===== config.mk =====
export PLATFORM = sky130hd
export DESIGN_NAME = byte_sub_shift_row
export DESIGN_NICKNAME = d
export VERILOG_FILES = /design/src/rtl/aes_pkg.sv /design/src/rtl/aes_sbox.sv /design/src/rtl/byte_sub_shift_row.sv
export SDC_FILE = /design/constraint.sdc
export NUM_CORES = 1
export LEC_CHECK = 0
export BUFFER_PORTS_ARGS = -buffer_cell sky130_fd_sc_hd__buf_2
export CAP_MARGIN = 20
export CORE_MARGIN = 1.5
export CORE_UTILIZATION = 46
export DETAILED_ROUTE_END_ITERATION = 8
export PLACE_DENSITY = 0.68
export SYNTH_ARGS = -nofsm -noshare
export SYNTH_HDL_FRONTEND = slang
export SYNTH_SLANG_ARGS = --single-unit

===== constraint.sdc =====
create_clock -name ap_clk -period 3.5 [get_ports ap_clk]
set_input_delay 0.7 -clock ap_clk [delete_from_list [all_inputs] [get_ports ap_clk]]
set_output_delay 0.7 -clock ap_clk [all_outputs]
set_load 0.01 [all_outputs]

===== src/rtl/aes_pkg.sv =====
// Shared AES-128 definitions: statemt geometry and widths, the S-box table,
// the round-stage FSM states and the ShiftRows source mapping.
package aes_pkg;

    localparam int NB     = 4;
    localparam int ADDR_W = 5;
    localparam int DATA_W = 32;

    typedef enum logic [2:0] {
        ST_IDLE,
        ST_READ,
        ST_READ_LAST,
        ST_WRITE,
        ST_DONE
    } state_t;

    localparam logic [7:0] SBOX [0:255] = '{
        8'h63, 8'h7c, 8'h77, 8'h7b, 8'hf2, 8'h6b, 8'h6f, 8'hc5, 8'h30, 8'h01, 8'h67, 8'h2b, 8'hfe, 8'hd7, 8'hab, 8'h76,
        8'hca, 8'h82, 8'hc9, 8'h7d, 8'hfa, 8'h59, 8'h47, 8'hf0, 8'had, 8'hd4, 8'ha2, 8'haf, 8'h9c, 8'ha4, 8'h72, 8'hc0,
        8'hb7, 8'hfd, 8'h93, 8'h26, 8'h36, 8'h3f, 8'hf7, 8'hcc, 8'h34, 8'ha5, 8'he5, 8'hf1, 8'h71, 8'hd8, 8'h31, 8'h15,
        8'h04, 8'hc7, 8'h23, 8'hc3, 8'h18, 8'h96, 8'h05, 8'h9a, 8'h07, 8'h12, 8'h80, 8'he2, 8'heb, 8'h27, 8'hb2, 8'h75,
        8'h09, 8'h83, 8'h2c, 8'h1a, 8'h1b, 8'h6e, 8'h5a, 8'ha0, 8'h52, 8'h3b, 8'hd6, 8'hb3, 8'h29, 8'he3, 8'h2f, 8'h84,
        8'h53, 8'hd1, 8'h00, 8'hed, 8'h20, 8'hfc, 8'hb1, 8'h5b, 8'h6a, 8'hcb, 8'hbe, 8'h39, 8'h4a, 8'h4c, 8'h58, 8'hcf,
        8'hd0, 8'hef, 8'haa, 8'hfb, 8'h43, 8'h4d, 8'h33, 8'h85, 8'h45, 8'hf9, 8'h02, 8'h7f, 8'h50, 8'h3c, 8'h9f, 8'ha8,
        8'h51, 8'ha3, 8'h40, 8'h8f, 8'h92, 8'h9d, 8'h38, 8'hf5, 8'hbc, 8'hb6, 8'hda, 8'h21, 8'h10, 8'hff, 8'hf3, 8'hd2,
        8'hcd, 8'h0c, 8'h13, 8'hec, 8'h5f, 8'h97, 8'h44, 8'h17, 8'hc4, 8'ha7, 8'h7e, 8'h3d, 8'h64, 8'h5d, 8'h19, 8'h73,
        8'h60, 8'h81, 8'h4f, 8'hdc, 8'h22, 8'h2a, 8'h90, 8'h88, 8'h46, 8'hee, 8'hb8, 8'h14, 8'hde, 8'h5e, 8'h0b, 8'hdb,
        8'he0, 8'h32, 8'h3a, 8'h0a, 8'h49, 8'h06, 8'h24, 8'h5c, 8'hc2, 8'hd3, 8'hac, 8'h62, 8'h91, 8'h95, 8'he4, 8'h79,
        8'he7, 8'hc8, 8'h37, 8'h6d, 8'h8d, 8'hd5, 8'h4e, 8'ha9, 8'h6c, 8'h56, 8'hf4, 8'hea, 8'h65, 8'h7a, 8'hae, 8'h08,
        8'hba, 8'h78, 8'h25, 8'h2e, 8'h1c, 8'ha6, 8'hb4, 8'hc6, 8'he8, 8'hdd, 8'h74, 8'h1f, 8'h4b, 8'hbd, 8'h8b, 8'h8a,
        8'h70, 8'h3e, 8'hb5, 8'h66, 8'h48, 8'h03, 8'hf6, 8'h0e, 8'h61, 8'h35, 8'h57, 8'hb9, 8'h86, 8'hc1, 8'h1d, 8'h9e,
        8'he1, 8'hf8, 8'h98, 8'h11, 8'h69, 8'hd9, 8'h8e, 8'h94, 8'h9b, 8'h1e, 8'h87, 8'he9, 8'hce, 8'h55, 8'h28, 8'hdf,
        8'h8c, 8'ha1, 8'h89, 8'h0d, 8'hbf, 8'he6, 8'h42, 8'h68, 8'h41, 8'h99, 8'h2d, 8'h0f, 8'hb0, 8'h54, 8'hbb, 8'h16
    };

    // Byte that lands at address a after ShiftRows: row a[1:0] rotated left by its row index.
    function automatic logic [3:0] shift_src(input logic [3:0] a);
        logic [1:0] row;
        logic [1:0] col;
        row = a[1:0];
        col = a[3:2] + row;
        return {col, row};
    endfunction

endpackage


===== src/rtl/aes_sbox.sv =====
// Combinational AES S-box lookup of one byte.
module aes_sbox (
    input  logic [7:0] i_byte,
    output logic [7:0] o_byte
);
    import aes_pkg::*;

    assign o_byte = SBOX[i_byte];

endmodule


===== src/rtl/byte_sub_shift_row.sv =====
// AES SubBytes + ShiftRows applied in place to the 16-byte state in the shared
// statemt dual-port memory: two bytes read per cycle into a local buffer, then written back shifted.
module byte_sub_shift_row #(
    parameter int NB     = aes_pkg::NB,
    parameter int ADDR_W = aes_pkg::ADDR_W,
    parameter int DATA_W = aes_pkg::DATA_W
) (
    input  logic              ap_clk,
    input  logic              ap_rst,
    input  logic              ap_start,
    output logic              ap_done,
    output logic              ap_idle,
    output logic              ap_ready,
    output logic [ADDR_W-1:0] statemt_address0,
    output logic              statemt_ce0,
    output logic              statemt_we0,
    output logic [DATA_W-1:0] statemt_d0,
    input  logic [DATA_W-1:0] statemt_q0,
    output logic [ADDR_W-1:0] statemt_address1,
    output logic              statemt_ce1,
    output logic              statemt_we1,
    output logic [DATA_W-1:0] statemt_d1,
    input  logic [DATA_W-1:0] statemt_q1
);
    import aes_pkg::*;

    state_t     r_state;
    logic [2:0] r_k;
    logic [7:0] r_buf [NB*NB];

    logic [7:0] w_sub0;
    logic [7:0] w_sub1;
    logic       w_cap_en;
    logic [2:0] w_cap_pair;
    logic [3:0] w_pair_a0;
    logic [3:0] w_pair_a1;
    logic       w_unused_q;

    aes_sbox u_sbox0 (.i_byte(statemt_q0[7:0]), .o_byte(w_sub0));
    aes_sbox u_sbox1 (.i_byte(statemt_q1[7:0]), .o_byte(w_sub1));

    assign w_unused_q = ^{statemt_q0[DATA_W-1:8], statemt_q1[DATA_W-1:8]};

    // NOTE: state registers use non-blocking assignments so every flop samples pre-edge values.
    always_ff @(posedge ap_clk) begin
        if (ap_rst) begin
            r_state <= ST_IDLE;
            r_k     <= '0;
        end else begin
            unique case (r_state)
                ST_IDLE: begin
                    if (ap_start) begin
                        r_state <= ST_READ;
                        r_k     <= '0;
                    end
                end
                ST_READ: begin
                    r_k <= r_k + 3'd1;
                    if (r_k == 3'd7) r_state <= ST_READ_LAST;
                end
                ST_READ_LAST: begin
                    r_state <= ST_WRITE;
                    r_k     <= '0;
                end
                ST_WRITE: begin
                    r_k <= r_k + 3'd1;
                    if (r_k == 3'd7) r_state <= ST_DONE;
                end
                ST_DONE: r_state <= ST_IDLE;
                default: r_state <= ST_IDLE;
            endcase
        end
    end

    // Read data trails its address by one cycle; r_k has wrapped to 0 in READ_LAST, so k-1 selects pair 7.
    assign w_cap_en   = ((r_state == ST_READ) && (r_k != 3'd0)) || (r_state == ST_READ_LAST);
    assign w_cap_pair = r_k - 3'd1;

    // NOTE: the byte buffer has no reset; it is always fully refilled before being read.
    always_ff @(posedge ap_clk) begin
        if (w_cap_en) begin
            r_buf[{w_cap_pair, 1'b0}] <= w_sub0;
            r_buf[{w_cap_pair, 1'b1}] <= w_sub1;
        end
    end

    assign w_pair_a0 = {r_k, 1'b0};
    assign w_pair_a1 = {r_k, 1'b1};

    // NOTE: every output gets a default first so no path through the case infers a latch.
    always_comb begin
        ap_idle          = 1'b0;
        ap_done          = 1'b0;
        statemt_address0 = '0;
        statemt_address1 = '0;
        statemt_ce0      = 1'b0;
        statemt_ce1      = 1'b0;
        statemt_we0      = 1'b0;
        statemt_we1      = 1'b0;
        statemt_d0       = '0;
        statemt_d1       = '0;
        unique case (r_state)
            ST_IDLE: ap_idle = 1'b1;
            ST_READ: begin
                statemt_ce0      = 1'b1;
                statemt_ce1      = 1'b1;
                statemt_address0 = ADDR_W'(w_pair_a0);
                statemt_address1 = ADDR_W'(w_pair_a1);
            end
            ST_WRITE: begin
                statemt_ce0      = 1'b1;
                statemt_ce1      = 1'b1;
                statemt_we0      = 1'b1;
                statemt_we1      = 1'b1;
                statemt_address0 = ADDR_W'(w_pair_a0);
                statemt_address1 = ADDR_W'(w_pair_a1);
                statemt_d0       = DATA_W'(r_buf[shift_src(w_pair_a0)]);
                statemt_d1       = DATA_W'(r_buf[shift_src(w_pair_a1)]);
            end
            ST_DONE: ap_done = 1'b1;
            default: ;
        endcase
    end

    assign ap_ready = ap_done;

endmodule


Word level (Yosys, flattened, before mapping)
Memories as Yosys holds them, arrays and structs flattened. Cells that the tools add are included.

Register bits: 6. Memory bits (writable): 128. ROM bits: 4096. Output and inout bits: 81. Logic and storage cells: 49. Memories kept: 3.

Add/sub/neg operators: 4. $lt $le $gt $ge: 2. Equal/unequal tests: 8. Multiplexer cells: 20. Bitwise operators: 2. Reduce and logical (&&, ||, !) cells: 8.

Memories: (name not given) (depth 256, width 8, rd ports 1, clocked after memory_dff 0, write ports 0, line aes_sbox.sv:8) `assign o_byte = SBOX[i_byte];`; (name not given) (depth 256, width 8, rd ports 1, clocked after memory_dff 0, write ports 0, line aes_sbox.sv:8); r_buf (depth 16, width 8, rd ports 2, clocked after memory_dff 0, write ports 2, line byte_sub_shift_row.sv:29) `logic [7:0] r_buf [NB*NB];`.

Operator list (number): $mux 8 (6); $ge 9x9->1 const B (2); $not 8->9 (2); $mux 3 (4); $pmux 3 s4 (1); $pmux 3 s3 (1); $mux 4 (2); $eq 3x2->1 const B (2); $eq 3x3->1 const B (2); $mux 1 (6); $ne 2x2->1 const B (3); $reduce_bool 3->1 (2); $add 2x2->2 (2); $add 3x1->3 const B (1); $eq 3x1->1 const B (1); $logic_not 3->1 (1); $reduce_and 3->1 (1); $sub 3x1->3 const B (1); $reduce_and 2->1 (1); $reduce_or 2->1 (1); $logic_and 1x1->1 (1); $logic_or 1x1->1 (1).

Depth between registers and ports, before layout
Depth in word-level cells: 5. Gate-level depth with buffers: 11. Depth with buffers taken out: 8.

Modules after synthesis
From an unflattened synthesis, not the netlist that was laid out.

Cell total of the unflattened synthesis: 1435. Area, all modules: 12507.0 um2.

Modules (own cells, without submodules): byte_sub_shift_row (instances 1, cells an instance 381, area an instance 5960.7 um2); aes_sbox at u_sbox0 (instances 1, cells an instance 547, area an instance 3367.0 um2); aes_sbox at u_sbox1 (instances 1, cells an instance 507, area an instance 3179.3 um2).

Worst setup path after synthesis
Ideal clock, no wire load.

Path type: reg2reg. Start point: register r_k[1]. End point: memory r_buf[12][0], enable pin. Arrival: 3000 ps. Data required time: 3091 ps. Slack: 91 ps. Cell stages (with the launch flop): 11. Path buffers: 3. Cells stage by stage: dfxtp_1 > buf_2 > buf_2 > clkbuf_1 > inv_1 > ha_1 > nand2b_1 > nand3b_1 > a21oi_1 > nand2_1 > nor3_1.

RTL lines: from (decl) (line byte_sub_shift_row.sv:28) `logic [2:0] r_k;`; from (signal assigned) (line byte_sub_shift_row.sv:58) `r_k <= r_k + 3'd1;`; from (signal assigned) (line byte_sub_shift_row.sv:66) `r_k <= r_k + 3'd1;`; to (decl) (line byte_sub_shift_row.sv:29).

==> metrics.md <==
| Metric | Value |
|---|---|
| Status | `finished, violations left` |
| Failing checks | `setup timing` |
| CTS tree | `done` |
| Combinational Power Share | `27.0%` |
| Fin crit period | `3560 ps` |
| Clk_skew | `15.7 ps` |
| Hold buffers post-CTS | `0` |
| PortBufs | `48` |
| Top FF cell, synth | `edfxtp_1` |
| Clk sink count | `134` |
| NumNets Final | `1,589` |
| CP Max Fanout | `25` |
| Clock share of power | `38.2%` |
| DR WL met2 | `19,900 um` |
| H-tree levels | `4` |
| Cell with the most instances after synthesis | `edfxtp_1` |
| Synthesis Warnings | `0` |
| Synthesized area per cell | `8.74 sq um` |
| Final HPWL DP | `32,400 um` |
| Area growth from synthesis to layout | `14.6%` |
| Peak Freq | `281 MHz` |
| Ys async rst share | `0%` |
| Die height | `167 um` |
| Worst Hold Class | `in -> reg` |
| CTS clk-pin slew, worst paths | `50 ps` |
| Critical path type | `in -> reg` |
| Smallest hold slack | `545 ps` |
| RSZ-0062 raised after global routing | `no` |
| Root Buffer | `clkbuf_16` |
| Rel. slew slack | `21.7%` |
| List of most frequent post-synthesis cells | `edfxtp_1, nand2_1, nor2_1` |
| Die width | `167 um` |
| DRT met1 WL | `18,700 um` |
| Worst-Skew Late Latency | `420 ps` |
| Core area | `26,200 sq um` |
| Power Density | `374 nW/um^2` |
| RD Place Congestion | `1.03` |
| Vias/cell | `6.81` |
| Fin. max-slew vios | `0` |
| Final Instance Area | `14,200 sq um` |
| WP data required | `3760 ps` |
| Setup violators final | `8` |
| Sw frac | `29.7%` |
| Dominant cell type by area after synthesis | `edfxtp_1` |
| Internal power | `0.00372 W` |
| Met3 routed WL | `5850 um` |
| Critical Path Start Type | `input port` |
| DR vias | `12,502` |
| Peak supply drop | `0.277 mV` |
| CTS buffer count | `17` |
| GRT overflow | `0` |
| WP data arrival | `3820 ps` |
| I/O Pins | `148` |
| Row Count | `59` |
| Pleak | `5.29 nW` |
| Post-cts resize count | `0` |
| Final hold viol count | `0` |
| Starting density of the core | `47.1%` |
| DRC violations left | `0` |
| Net Sw Power | `0.00157 W` |
| Clock tree buffer depth | `2` |
| Final Power | `0.00529 W` |
| GRT Overall Usage | `32.5%` |
| Max-cap viol count | `0` |
| DIE AREA | `27,800 sq um` |
| Drt pass-1 iters | `6` |
| DRT antenna net count | `0` |
| Top sig layer | `met4` |
| Seq pwr share | `34.7%` |
| Drt first-iter violations | `1,851` |
| Pin count of the biggest net entering global routing | `57` |
| Vias in the first global route | `11,425` |
| Yosys reg bits | `134` |
| Total Wirelength | `46,000 um` |
| Post-synth top area share | `31.1%` |
| Post-layout util | `54.0%` |
| Post-CTS Setup Repair Bufs | `0` |
| First-pass GRT wire length | `69,900 um` |
| Critical Path End Type | `register` |
| Least-Margin Pin Slew | `1160 ps` |
| Cell Area, Placed | `13,500 sq um` |
| Layout cell share with drive strength beyond 1 | `21.1%` |
| Worst slack at placement | `-94.4 ps` |
| Seq/Total Area, Yosys | `32.1%` |
| Final worst-path cycle share | `102%` |
| EDFF count, synth | `128` |
| Drt wl/cell | `25.1 um` |
| Synth unique cells | `82` |
| Area contributors post-synth | `edfxtp_1, mux4_2, a21oi_1` |
| Ant diodes | `0` |
| Cells after synthesis | `1,413` |
| Antenna violations before repair | `0` |
| Syn Std Cell Area | `12,400 sq um` |
| Final setup margin | `-55.7 ps` |
cell usage in the layout (no fill, tap or decap), drive strengths merged, types with 25 or more instances in the layout:
cell type / synthesis / layout
edfxtp: 128 / 128
ha: 34 / 34
o21ai: 98 / 98
nor2: 109 / 109
nand2: 112 / 112
conb: 1 / 51
a31oi: 33 / 33
mux4: 39 / 39
nor3: 63 / 63
nand2b: 42 / 42
nor2b: 40 / 40
a211oi: 32 / 32
a21oi: 102 / 102
mux2i: 25 / 25
nand3: 41 / 41
a311oi: 28 / 28
buf: 153 / 211
worst paths after layout:
| path | from | to | slack [ps] | cells after the start |
|---|---|---|---|---|
| max | statemt_q0[0] | r_buf[8][3] | -60 | 10 |
| min | ap_rst | r_k[1] | 550 | 2 |
| max reg2reg | r_k[0] | r_buf[9][7] | 950 | 8 |
| min reg2reg | r_state[2] | r_state[1] | 590 | 1 |
layer usage:
metal | track usage, % | up-vias
met5 | 0 | -
li1 | - | 5449
met1 | 45.7 | 5912
met4 | 10.7 | 0
met3 | 8.56 | 152
met2 | 48.6 | 989
cells by family (layout without fill, tap and decap cells):
kind of cell / count (synthesis) / after routing / share of synthesized area [%]
AND/OR/NAND/NOR: 484 / 484 / 19.4
adder cells (fa/ha/maj): 34 / 34 / 3.44
flip-flops: 134 / 134 / 32.1
other: 1 / 51 / 0.0304
XOR/XNOR: 5 / 5 / 0.355
multiplexers: 65 / 65 / 9.23
buffers and inverters: 229 / 267 / 10.1
AO/OA/AOI/OAI: 461 / 461 / 25.3
cell type report:
cell class	instances	area (sq um)
inverter	23	86.3
fill	2411	12100
clock buffer	21	460
multi-input combinational	1100	7360
clock inverter	11	223
tap	335	419
timing repair buffer	212	1640
sequential	134	3970
power groups by stage:
stage	clock (W)	combinational, W	sequential [W]
finish	0.00202	0.00143	0.00184
floorplan	0	0.000923	0.00186
global placement	0	0.00137	0.00187
detailed placement	0	0.00136	0.00187
global route	0.00211	0.00151	0.00184
CTS	0.00206	0.00137	0.00184
flip-flops by register name (all words and copies together), names as in the netlist:
name,count
r_buf,128
r_k,3
r_state,3
critical path: stages:
cell,delay (ps)
buf_2,120
buf_12,160
ha_1,370
buf_4,220
nand2b_1,280
a21oi_1,130
a2111oi_0,660
a2111oi_0,160
nor4_1,720
buf_4,280
per-stage QoR:
stage | instances | setup TNS [ps]
3_5_place_dp | 1803 | -754
3_3_place_gp | 1803 | -1220
4_1_cts | 1835 | 0
5_1_grt | 1836 | 0
6_report | 1836 | -436
2_1_floorplan | 1463 | 0
Note: power is estimated with default switching activity, not from simulation.
